==> config.mk <==
export PLATFORM = sky130hd
export DESIGN_NAME = mem_ctrl_flat
export DESIGN_NICKNAME = d
export VERILOG_FILES = /design/src/rtl/mem_ctrl_pkg.sv /design/src/rtl/mem_ctrl_if.sv /design/src/rtl/mem_rr_arbiter.sv /design/src/rtl/mem_ctrl.sv /design/src/flat_wrapper.sv
export SDC_FILE = /design/constraint.sdc
export NUM_CORES = 1
export LEC_CHECK = 0
export ABC_AREA = 1
export ABC_CLOCK_PERIOD_IN_PS = 5770
export CAP_MARGIN = 30
export CORE_ASPECT_RATIO = 1.25
export CORE_MARGIN = 2
export CORE_UTILIZATION = 58
export CTS_CLUSTER_DIAMETER = 120
export DETAILED_ROUTE_END_ITERATION = 10
export HOLD_SLACK_MARGIN = 0.12
export PLACE_DENSITY = 0.87
export SLEW_MARGIN = 20
export SYNTH_ARGS = -nofsm -noshare
export SYNTH_HDL_FRONTEND = slang
export SYNTH_HIERARCHICAL = 1
export SYNTH_SLANG_ARGS = --single-unit
export TNS_END_PERCENT = 1
==> constraint.sdc <==
create_clock -name clk -period 5.77 [get_ports clk]
set_input_delay 1.731 -clock clk [delete_from_list [all_inputs] [get_ports clk]]
set_output_delay 1.731 -clock clk [all_outputs]
set_load 0.005 [all_outputs]
==> src/rtl/mem_ctrl_pkg.sv <==
// mem_ctrl_pkg: access-length/state encodings, IO region tag, latched transaction record and length decode
package mem_ctrl_pkg;
  localparam logic [1:0] MEM_LEN_BYTE = 2'd0;
  localparam logic [1:0] MEM_LEN_HALF = 2'd1;
  localparam logic [1:0] MEM_LEN_WORD = 2'd2;
  localparam logic [1:0] MC_IDLE = 2'd0;
  localparam logic [1:0] MC_READ = 2'd1;
  localparam logic [1:0] MC_WRITE = 2'd2;
  localparam logic [1:0] IO_HI_DEF = 2'b11;
  typedef struct packed {
    logic [31:0] base;
    logic [31:0] wdata;
    logic lsb;
    logic wr;
    logic [2:0] n;
  } txn_t;
  function automatic logic [2:0] len_to_n(input logic [1:0] len);
    return len == MEM_LEN_BYTE ? 3'd1 : len == MEM_LEN_HALF ? 3'd2 : 3'd4;
  endfunction
endpackage

==> src/rtl/mem_ctrl_if.sv <==
// mem_ctrl_if: IF/LSB request-response, flush, IO back-pressure and RAM byte-port signals
interface mem_ctrl_if;
  logic if_req;
  logic [31:0] if_addr;
  logic [31:0] if_data;
  logic if_done;
  logic lsb_req;
  logic lsb_wr;
  logic [1:0] lsb_len;
  logic [31:0] lsb_addr;
  logic [31:0] lsb_wdata;
  logic [31:0] lsb_rdata;
  logic lsb_done;
  logic flush;
  logic [7:0] mem_din;
  logic [7:0] mem_dout;
  logic [31:0] mem_a;
  logic mem_wr;
  logic io_buffer_full;
  modport master (
    output if_req, if_addr, lsb_req, lsb_wr, lsb_len, lsb_addr, lsb_wdata, flush, mem_din, io_buffer_full,
    input if_data, if_done, lsb_rdata, lsb_done, mem_dout, mem_a, mem_wr
  );
  modport slave (
    input if_req, if_addr, lsb_req, lsb_wr, lsb_len, lsb_addr, lsb_wdata, flush, mem_din, io_buffer_full,
    output if_data, if_done, lsb_rdata, lsb_done, mem_dout, mem_a, mem_wr
  );
endinterface

==> src/rtl/mem_rr_arbiter.sv <==
// mem_rr_arbiter: two-way round-robin, grant[0]=IF grant[1]=LSB, tie goes to the side not granted last
module mem_rr_arbiter (
  input  logic       clk,
  input  logic       rst,
  input  logic       en,
  input  logic       if_req,
  input  logic       lsb_req,
  output logic [1:0] grant
);
  logic last_grant;
  always_comb begin
    grant = !en ? 2'b00 : if_req && lsb_req ? (last_grant ? 2'b01 : 2'b10) : {lsb_req, if_req};
  end
  always_ff @(posedge clk) begin
    if (rst) last_grant <= 1'b0;
    else if (|grant) last_grant <= grant[1];
  end
endmodule

==> src/rtl/mem_ctrl.sv <==
// mem_ctrl: arbitrates IF/LSB onto the byte-wide RAM/IO port, sequencing 1/2/4-byte little-endian accesses
module mem_ctrl
  import mem_ctrl_pkg::*;
#(
  parameter logic [1:0] IO_HI = IO_HI_DEF
) (
  input logic       clk,
  input logic       rst,
  input logic       rdy,
  mem_ctrl_if.slave bus
);
  logic [1:0] state, grant, lane;
  logic [2:0] c, nx;
  logic [31:0] rbuf, rword, a_q;
  logic [7:0] d_q, wb;
  logic wr_q, stall, en;
  txn_t t;
  assign en = rdy && state == MC_IDLE && !bus.if_done && !bus.lsb_done && !bus.flush;
  mem_rr_arbiter u_arb (
    .clk(clk),
    .rst(rst),
    .en(en),
    .if_req(bus.if_req),
    .lsb_req(bus.lsb_req),
    .grant(grant)
  );
  assign nx = c + 3'd1;
  assign lane = 2'(c - 3'd1);
  assign wb = 8'(t.wdata >> {nx[1:0], 3'b000});
  assign rword = rbuf | ({24'b0, bus.mem_din} << {lane, 3'b000});
  assign stall = state == MC_WRITE && t.wr && bus.io_buffer_full && t.base[17:16] == IO_HI;
  assign bus.mem_wr = wr_q && rdy && !stall;
  assign bus.mem_dout = d_q;
  // While frozen, point the RAM at the byte due for capture so mem_din is valid again on resume.
  assign bus.mem_a = !rdy && state == MC_READ && c != 3'd0 ? t.base + 32'(c) - 32'd1 : a_q;
  always_ff @(posedge clk) begin
    if (rst) begin
      state <= MC_IDLE;
      c <= '0;
      t <= '0;
      rbuf <= '0;
      a_q <= '0;
      d_q <= '0;
      wr_q <= 1'b0;
      bus.if_data <= '0;
      bus.if_done <= 1'b0;
      bus.lsb_rdata <= '0;
      bus.lsb_done <= 1'b0;
    end else if (rdy && !stall) begin
      bus.if_done <= 1'b0;
      bus.lsb_done <= 1'b0;
      case (state)
        MC_IDLE: if (|grant) begin
          t <= grant[1] ? txn_t'{bus.lsb_addr, bus.lsb_wdata, 1'b1, bus.lsb_wr, len_to_n(bus.lsb_len)}
                        : txn_t'{bus.if_addr, 32'd0, 1'b0, 1'b0, 3'd4};
          state <= grant[1] && bus.lsb_wr ? MC_WRITE : MC_READ;
          c <= '0;
          rbuf <= '0;
          a_q <= grant[1] ? bus.lsb_addr : bus.if_addr;
          d_q <= bus.lsb_wdata[7:0];
          wr_q <= grant[1] && bus.lsb_wr;
        end
        MC_READ: if (bus.flush) state <= MC_IDLE;
        else begin
          c <= nx;
          if (nx < t.n) a_q <= t.base + 32'(nx);
          if (c != 3'd0) rbuf <= rword;
          if (c == t.n) begin
            state <= MC_IDLE;
            if (t.lsb) begin
              bus.lsb_rdata <= rword;
              bus.lsb_done <= 1'b1;
            end else begin
              bus.if_data <= rword;
              bus.if_done <= 1'b1;
            end
          end
        end
        MC_WRITE: if (nx < t.n) begin
          c <= nx;
          a_q <= t.base + 32'(nx);
          d_q <= wb;
        end else begin
          wr_q <= 1'b0;
          bus.lsb_done <= 1'b1;
          state <= MC_IDLE;
        end
        default: state <= MC_IDLE;
      endcase
    end
  end
endmodule
==> src/flat_wrapper.sv <==
// flat-port wrapper written by rule: the top's interface ports become plain ports
module mem_ctrl_flat import mem_ctrl_pkg::*;
#(
  parameter logic [1:0] IO_HI = IO_HI_DEF
)
  (clk, rst, rdy, bus_if_req, bus_if_addr, bus_lsb_req, bus_lsb_wr, bus_lsb_len, bus_lsb_addr, bus_lsb_wdata, bus_flush, bus_mem_din, bus_io_buffer_full, bus_if_data, bus_if_done, bus_lsb_rdata, bus_lsb_done, bus_mem_dout, bus_mem_a, bus_mem_wr);
  mem_ctrl_if bus_i ();
  input logic clk;
  input logic rst;
  input logic rdy;
  input wire logic [$bits(bus_i.if_req)-1:0] bus_if_req;
  input wire logic [$bits(bus_i.if_addr)-1:0] bus_if_addr;
  input wire logic [$bits(bus_i.lsb_req)-1:0] bus_lsb_req;
  input wire logic [$bits(bus_i.lsb_wr)-1:0] bus_lsb_wr;
  input wire logic [$bits(bus_i.lsb_len)-1:0] bus_lsb_len;
  input wire logic [$bits(bus_i.lsb_addr)-1:0] bus_lsb_addr;
  input wire logic [$bits(bus_i.lsb_wdata)-1:0] bus_lsb_wdata;
  input wire logic [$bits(bus_i.flush)-1:0] bus_flush;
  input wire logic [$bits(bus_i.mem_din)-1:0] bus_mem_din;
  input wire logic [$bits(bus_i.io_buffer_full)-1:0] bus_io_buffer_full;
  output wire logic [$bits(bus_i.if_data)-1:0] bus_if_data;
  output wire logic [$bits(bus_i.if_done)-1:0] bus_if_done;
  output wire logic [$bits(bus_i.lsb_rdata)-1:0] bus_lsb_rdata;
  output wire logic [$bits(bus_i.lsb_done)-1:0] bus_lsb_done;
  output wire logic [$bits(bus_i.mem_dout)-1:0] bus_mem_dout;
  output wire logic [$bits(bus_i.mem_a)-1:0] bus_mem_a;
  output wire logic [$bits(bus_i.mem_wr)-1:0] bus_mem_wr;
  assign bus_i.if_req = bus_if_req;
  assign bus_i.if_addr = bus_if_addr;
  assign bus_i.lsb_req = bus_lsb_req;
  assign bus_i.lsb_wr = bus_lsb_wr;
  assign bus_i.lsb_len = bus_lsb_len;
  assign bus_i.lsb_addr = bus_lsb_addr;
  assign bus_i.lsb_wdata = bus_lsb_wdata;
  assign bus_i.flush = bus_flush;
  assign bus_i.mem_din = bus_mem_din;
  assign bus_i.io_buffer_full = bus_io_buffer_full;
  assign bus_if_data = bus_i.if_data;
  assign bus_if_done = bus_i.if_done;
  assign bus_lsb_rdata = bus_i.lsb_rdata;
  assign bus_lsb_done = bus_i.lsb_done;
  assign bus_mem_dout = bus_i.mem_dout;
  assign bus_mem_a = bus_i.mem_a;
  assign bus_mem_wr = bus_i.mem_wr;
  mem_ctrl #(.IO_HI(IO_HI)) u_core (.clk(clk), .rst(rst), .rdy(rdy), .bus(bus_i));
endmodule
Word-level counts from Yosys, hierarchy flattened
Cells that the tools add are included.
- word-level logic and storage cells: 114
- register bits: 214
- output and inout port bits: 107
- bits of input ports: 114
- bitwise logic cells: 3
- mux-type cells: 41
- $add $sub $neg: 5
- order comparisons: 1
- shift operators: 2
- equal/unequal tests: 11
- reductions and logical operators: 35
- operators with widths (kind ; number):
    32-bit 2-to-1 mux ; 8
    32-bit case mux with 3 select lines ; 1
    69-bit 2-to-1 mux ; 1
    32-bit by 3-bit adder with 32-bit output ; 2
    32-bit case mux with 2 select lines ; 1
    32-bit bitwise OR ; 1
    8-bit by 5-bit << shifter with 32-bit output ; 1
    32-bit by 5-bit >> shifter with 8-bit output ; 1
    32-bit by 1-bit subtractor with 32-bit output (second input constant) ; 1
    5-bit AND reduction ; 4
    2-bit 2-to-1 mux ; 8
    8-bit 2-to-1 mux ; 2
    8-bit case mux with 2 select lines ; 1
    4-bit AND reduction ; 4
    3-bit 2-to-1 mux ; 5
    1-bit logical AND ; 14
    1-bit 2-to-1 mux ; 10
    2-bit inequality test (second input constant) ; 5
    3-bit case mux with 3 select lines ; 1
    2-bit case mux with 3 select lines ; 1
    3-bit nonzero test ; 2
    1-bit logical NOT ; 5
    2-bit by 1-bit == test with 1-bit output (second input constant) ; 2
    2-bit == test (second input constant) ; 2
    11 further kinds ; 15

Logic depth before layout (Yosys ltp)
Gate-level depths: netlist of run 1.
- depth in word-level cells: 10
- gate-level depth with buffers: 18
- depth with buffers taken out: 17

Hierarchy
Netlist of run 1, hierarchy kept.
- modules (own cells, without submodules) (module ; area an instance (um2) ; cells each ; instances):
    mem_ctrl ; 12647.1 ; 1885 ; 1
    mem_rr_arbiter ; 66.3 ; 11 ; 1

Worst setup path before layout of run 1
No wires, ideal clock.
- path type: flip-flop to output port
- start point: register u_core.c[0]
- end point: output port bus_mem_a[29]
- arrival time: 2.642 ns
- stages on the path, launching flop included: 18
- required time: 4.039 ns
- path slack: 1.397 ns
- path buffers: 2
- cells stage by stage: dfxtp_1 > clkbuf_1 > clkinv_1 > clkbuf_1 > ha_1 > inv_1 > ha_1 > inv_1 > fa_1 > inv_1 > nand3_1 > nand3_1 > nand3_1 > nand3_1 > nand2_1 > nand3_1 > nand3_1 > nand2_1
- word-level cells in the longest chain between the ends: 3
- elaborated cells between the ends (all ways): 5
- those cells by class: add/sub: 2; mux: 1; reduce/logical: 2
- ends and longest elaborated chain (what ; line ; source):
    from (decl) ; mem_ctrl.sv:13 ; logic [2:0] c, nx;
    from (signal assigned) ; mem_ctrl.sv:65 ; c <= nx;
    from (signal assigned) ; mem_ctrl.sv:80 ; c <= nx;
    32-bit by 3-bit adder with 32-bit output / 3-bit nonzero test (equally long branches) ; mem_ctrl.sv:35 ; assign bus.mem_a = !rdy && state == MC_READ && c != 3'd0 ? t.base + 32'(c) - 32'd1 : a_q;
    32-bit by 1-bit subtractor with 32-bit output / 1-bit logical AND (equally long branches) ; mem_ctrl.sv:35 ;
    32-bit 2-to-1 mux * ; mem_ctrl.sv:35 ;
    to (decl) ; flat_wrapper.sv:26 ; output wire logic [$bits(bus_i.mem_a)-1:0] bus_mem_a;
Every way passes the cells marked *; elsewhere a longest branch is shown, timed or not.

Worst setup path after layout of run 1
- start point: input port rdy
- end point: output port bus_mem_a[0]
- word-level cells in the longest chain between the ends: 4
- ends and longest elaborated chain (what ; line ; source):
    from (decl) ; flat_wrapper.sv:10 ; input logic rdy;
    1-bit logical NOT ; mem_ctrl.sv:35 ;
    1-bit logical AND (2 in a row) ; mem_ctrl.sv:35 ;
    32-bit 2-to-1 mux ; mem_ctrl.sv:35 ;
Every way passes these cells.

==> metrics.txt, run 1 <==
initial core utilization 0.5901; Iteration-0 DRC Markers 1,012; maximum vdd drop 0.0002377 V; Final #Nets 2,247; relative slew slack 0.3826; clock slew at reported path FFs 0.06 ns; H-tree levels 1; flops & latches, synth 214; Synth Warn # 6; TritonCTS clock tree built; Chip Height 169.5 um; Synth area leaders dfxtp_1 34%, nand2_1 12%, o21ai_0 8.2%; post-synthesis sequential area ratio 0.3370; setup slack after layout 0.4177 ns; gr usage total 0.3424; pre-CTS WS 0.4598 ns; PortBufs 220; leading area contributor after synthesis dfxtp_1; vias in the first global route 12,980; largest net degree at the start of global routing 96; Worst setup SP type input port; core area 0.02155 mm^2; PnR Total Power 4.926 mW; RSZ-0062 raised after global routing false; Post-synth EDFFs 0; layout cell share with drive strength beyond 1 0.04822; clk buf depth 3; leakage power 6.813 nW; # Max-Cap Violations 0; synthesized area per cell 6.705 um^2; Async SR Flop Fraction 0; drt first pass iters 7; final setup violation count 0; crit path max fanout 39; dominant synthesized flop cell dfxtp_1; count leader, synth nand2_1; Worst Setup End Kind output pin; Die ar. 0.02313 mm^2; post-DR vias/cell 5.697; WP data required 4.04 ns; Hold/Removal Path Class flip-flop to flip-flop; number of CTS-inserted buffers 21; final WL 40,150 um; # IOs 221; CP arrival 3.62 ns; crit path to bus_mem_a[0]; hpwl dp 28,670 um; Layout area overhead 23.79%; antenna violations before repair 0; Final Skew 0.01823 ns; clk root buf clkbuf_16; Clk Latency, worst-skew pair 0.52 ns; CP Class input port to output pin; Placed Instances 2,313; worst flop-to-flop path endpoint u_core/a_q[8]$_SDFFE_PP0P_; Ant. Diodes 0; # fillers 1,737; gr ovfl total 0; setup TNS 0 ns; status finished, final reports clean; Final Hold Viols 0; Placer Congestion 0.9615; Synth cell types 39; fin crit share 0.9276; Least-Margin Pin Slew 0.9262 ns; r2r setup slk 2.29 ns; total number of vias 13,400; Die X 136.4 um; worst r2r src u_core/c[0]$_SDFFE_PP0P_; first-pass GRT wire length 64,020 um; synth cell count leaders 410 x nand2_1, 214 x dfxtp_1, 208 x o21ai_0, 197 x inv_1, 190 x a21oi_1; cts repair resizes 0; Critical Path Start rdy; syn nets 2,084; synthesized area 0.01271 mm^2; PD cells 313.0 mW/mm^2; Peak Freq 0.1868 GHz; Antenna Violating Nets Remaining 0; Clock Sinks 214; DRC 0; wire per inst 17.06 um; Tmin final 5.352 ns; Hold Buf Count CTS 0; Finished Layout Cells 2,353; worst r2r path cells 16; top cell type's share of synthesized area 0.3370; Setup Fix Bufs, Post-CTS 0; count of pins over their slew limit 0; Post-Synthesis Cells 1,896; Rows 60; Final Util 0.7304
## final cells by class
type	instances	area, um^2	area share
clock inverters	11	117.6	0.007473
repair buffers	237	2372	0.1507
flip-flops and latches	214	4284	0.2722
inverters	205	770.7	0.04897
multi-input cells	1380	7266	0.4617
clock buffers	27	578.1	0.03673
well taps	279	349.1	0.02218
## how the worst min path moves through the flow
stage / start / to / slack, ns / depth (start not counted)
after floorplan: u_core/a_q[1]$_SDFFE_PP0P_ / u_core/a_q[1]$_SDFFE_PP0P_ / 0.42 / 2
after global placement: u_core/wr_q$_SDFFE_PP0P_ / u_core/wr_q$_SDFFE_PP0P_ / 0.44 / 2
after detailed placement: u_core/wr_q$_SDFFE_PP0P_ / u_core/wr_q$_SDFFE_PP0P_ / 0.45 / 2
after CTS: u_core/wr_q$_SDFFE_PP0P_ / u_core/wr_q$_SDFFE_PP0P_ / 0.46 / 2
after global routing: u_core/t[5]$_SDFFE_PP0P_ / u_core/t[5]$_SDFFE_PP0P_ / 0.48 / 2
final: u_core/wr_q$_SDFFE_PP0P_ / u_core/wr_q$_SDFFE_PP0P_ / 0.46 / 2
## worst max-delay path, stage by stage
cell and delay [ns]:
clkdlybuf4s50_1 0.56, inv_1 0.06, nand2_1 0.09, buf_4 0.40, nand2_1 0.10, o21ai_0 0.11, clkdlybuf4s50_1 0.54
## per-layer routing
metal | track usage | part of all wire | routed length [um] | up-vias
li1 | - | - | - | 6581
met1 | 0.4008 | 0.39 | 15640 | 6160
met2 | 0.5945 | 0.48 | 19430 | 532
met3 | 0.05466 | 0.074 | 2991 | 131
met4 | 0.1852 | 0.052 | 2090 | 0
met5 | 0 | 0 | 0 | -
## sequential cells by signal (all words and copies together) (netlist names)
signal and cells:
u_core/bus.if_done 1, u_core/bus.lsb_rdata 32, u_core/bus.if_data 32, u_core/state 2, u_core/bus.lsb_done 1, u_core/rbuf 32, u_core/t 69, u_core/c 3
u_core/a_q 32, u_core/wr_q 1, u_core/bus.mem_dout 8, u_core/u_arb/last_grant 1
## per-stage QoR
| stage | hold WS, ns | cell area [um^2] |
|---|---|---|
| 6_report | 0.4595 | 15740 |
| 5_1_grt | 0.4779 | 15740 |
| 4_1_cts | 0.4594 | 15690 |
| 3_5_place_dp | 0.4508 | 14990 |
| 3_3_place_gp | 0.4447 | 14970 |
| 2_1_floorplan | 0.4245 | 12710 |
## report_power, final
| part | total [mW] | switching, mW | leakage, nW | internal (mW) |
|---|---|---|---|---|
| clock network | 1.40 | 0.599 | 0.341 | 0.802 |
| logic | 1.82 | 1.16 | 4.74 | 0.663 |
| registers | 1.70 | 0.0957 | 1.73 | 1.61 |
## cell families after synthesis
family | count (synthesis) | share of synthesized area
simple gates | 766 | 0.2480
buf+inv | 302 | 0.09153
fa+ha+maj | 74 | 0.07401
compound gates | 480 | 0.2028
xor+xnor | 20 | 0.01378
flops | 214 | 0.3370
mux | 40 | 0.03287
## layout by cell type, fill, tap and decap left out, types with 12 or more instances in the layout
master / n
o21ai_0: 208
inv_1: 195
buf_4: 15
mux2_2: 14
clkbuf_16: 21
mux2i_1: 26
nand2_1: 410
dfxtp_1: 214
nand3_1: 126
o21bai_1: 19
nand4_1: 12
nor2_1: 189
ha_1: 72
xor2_1: 15
a21oi_1: 190
a211oi_1: 24
clkdlybuf4s50_1: 219
Note: power is estimated with default switching activity, not from simulation.
==> inputs of run 2 (changes only) <==
CELL_PAD_IN_SITES_DETAIL_PLACEMENT = 0   (was unset)
CELL_PAD_IN_SITES_GLOBAL_PLACEMENT = 2   (was unset)
CORE_UTILIZATION = 32   (was 58)
GPL_TIMING_DRIVEN = 1   (was unset)
PLACE_DENSITY = unset   (was 0.87)
PLACE_DENSITY_LB_ADDON = 0.1   (was unset)
SKIP_LAST_GASP = 1   (was unset)
==> run 2 against run 1 <==
  * Die area grew 79%
  * Global-route usage shrank 12 points
  * Register-to-register slack gained 0.08 ns
  * Clock power grew 16%
  * Sequential power is essentially flat
  * Sequential share of layout area shrank 0.68 points
  * Critical endpoint is now bus_mem_a[29]
  * Largest power group unchanged
==> metrics.txt, run 2 (synthesized netlist as in run 1, its figures left out) <==
setup TNS 0 ns (unchanged); Setup Fix Bufs, Post-CTS 0 (unchanged); Clk Latency, worst-skew pair 0.53 ns (about the same); count of pins over their slew limit 0 (unchanged); GR met1 Demand/Resource 0.2664 (-0.1344); maximum vdd drop 0.0002058 V (-13%); clk root buf clkbuf_16; fin crit share 0.9544 (+0.02678); setup slack after layout 0.2632 ns (-0.1545 ns); crit-path cells inv_1, ha_1, inv_1, ha_1, inv_1, fa_1, inv_1, nand3_1, nand3_1, nand3_1, nand3_1, nand2_1, nand3_1, nand3_1, nand2_1, clkdlybuf4s50_1; RSZ-0062 raised after global routing false; gr ovfl total 0 (unchanged); first-pass GRT wire length 70,730 um (+10%); post-DR vias/cell 4.922 (-14%); Placer Congestion 0.8512 (-11%); wire per inst 17.68 um (+3.6%); status finished, final reports clean; final setup violation count 0 (unchanged); Hold/Removal Path Class flip-flop to flip-flop; CP bufs+invs 5 (+1); clock slew at reported path FFs 0.06 ns (about the same); gr usage total 0.2183 (-0.1242); Final #Nets 2,251 (+0.18%); WP data required 4.04 ns (about the same); Final Skew 0.01280 ns (-0.005434 ns); H-tree levels 1 (unchanged); PD cells 319.5 mW/mm^2 (+2.1%); hpwl dp 33,420 um (+17%); register with the most flip-flops u_core/t; Worst Setup End Kind output pin; Chip Height 226.9 um (+34%); Hold Buf Count CTS 0 (unchanged); CP max-delay cell clkdlybuf4s50_1; Least-Margin Pin Slew 0.9618 ns (+0.03564 ns); Tmin final 5.507 ns (+0.1545 ns); CP arrival 3.78 ns (+0.16 ns); most frequent cells in the layout 410 x nand2_1, 219 x clkdlybuf4s50_1, 214 x dfxtp_1, 208 x o21ai_0, 195 x inv_1; # IOs 221 (unchanged); Antenna Violating Nets Remaining 0 (unchanged); leakage power 6.882 nW (+1.0%); cts repair resizes 0 (unchanged); grt met3 use 0.03421 (-0.02045); drt first pass iters 6 (-1); clk buf depth 3 (unchanged); DRC 0 (unchanged); Final Hold Viols 0 (unchanged); final WL 45,570 um (+13%); vias in the first global route 12,390 (-4.6%); # Max-Cap Violations 0 (unchanged); Die ar. 0.04135 mm^2 (+79%); Layout area overhead 26.95%; Rows 81 (+35%); Clock Sinks 214 (unchanged); Peak Freq 0.1816 GHz (-2.8%); antenna violations before repair 0 (unchanged); layout cell share with drive strength beyond 1 0.05192 (+0.003707); r2r setup slk 2.37 ns (+0.08 ns); relative slew slack 0.3588 (-0.02376); total number of vias 12,690 (-5.3%); most common cell after layout, fill and taps aside nand2_1; PortBufs 220 (unchanged); number of CTS-inserted buffers 24 (+14%); crit path max fanout 4 (-90%); initial core utilization 0.3250 (-0.2651); most frequent CP cell nand3_1; max reg flops 69 (unchanged); Iteration-0 DRC Markers 662 (-35%); CP delay by family, top adder cells; M2 GR Usage 0.3944 (-0.2001); Die X 182.3 um (+34%); core area 0.03912 mm^2 (+82%); pre-CTS WS 0.4162 ns (-0.04362 ns); slowest stage delay, CP 0.49 ns (-0.07 ns); largest net degree at the start of global routing 75 (-22%); CP Class flip-flop to output pin; GRT Max-Usage Layer met2; TritonCTS clock tree built; Ant. Diodes 0 (unchanged); Worst setup SP type flip-flop
[run 2: changes by cell type in the layout (fill, tap and decap cells not counted), moves of 2 or more]
| cell | delta |
|---|---|
| buf_12 | -2 |
| buf_4 | +3 |
| clkbuf_16 | +4 |
| clkbuf_8 | +5 |
| clkinv_2 | -2 |
[run 2: metrics by stage]
step	utilization	total power, mW	area [um^2]	cells	hold WS, ns
after global routing	0.4126	5.521	16140	2578	0.4774
after floorplan	-	2.889	12710	1896	0.4245
after global placement	0.3904	3.586	15270	2534	0.4404
after CTS	0.4119	5.236	16110	2577	0.4538
after detailed placement	0.3904	3.582	15270	2534	0.4430
final	0.4126	5.156	16140	2578	0.4491
[run 2: path summary, 6_finish.rpt]
path | start | depth (start not counted) | end
setup / recovery | u_core/c[1]$_SDFFE_PP0P_ | 16 | bus_mem_a[29]
hold / removal | u_core/wr_q$_SDFFE_PP0P_ | 2 | u_core/wr_q$_SDFFE_PP0P_
hold reg to reg | u_core/wr_q$_SDFFE_PP0P_ | 2 | u_core/wr_q$_SDFFE_PP0P_
setup reg to reg | u_core/c[0]$_SDFFE_PP0P_ | 13 | u_core/a_q[24]$_SDFFE_PP0P_
[run 2: final cells by class]
| type | count | area (um^2) |
|---|---|---|
| clock inverters | 8 | 96.34 |
| repair buffers | 238 | 2355 |
| flip-flops and latches | 214 | 4284 |
| multi-input cells | 1380 | 7268 |
| inverters | 205 | 769.5 |
| fillers | 4180 | 22980 |
| well taps | 498 | 623.1 |
| clock buffers | 35 | 743.2 |
[run 2: layer usage]
layer / part of all wire / wire (um)
met2: 0.50 / 22720
met1: 0.43 / 19590
met3: 0.045 / 2059
met5: 0 / 0
met4: 0.026 / 1194
[run 2: power by group]
part | switching [mW] | total [mW] | internal [mW] | leakage (nW)
Combinational | 1.17 | 1.83 | 0.661 | 4.73
Sequential | 0.0934 | 1.70 | 1.61 | 1.73
Clock | 0.640 | 1.62 | 0.980 | 0.416
[run 2: worst reg2reg max path, delay by kind of cell (launching register included)]
kind            cells  cell delay (ns)
buf+inv             4             0.65
flops               1             0.33
simple gates        4             0.57
compound gates      3             0.84
fa+ha+maj           2             0.86
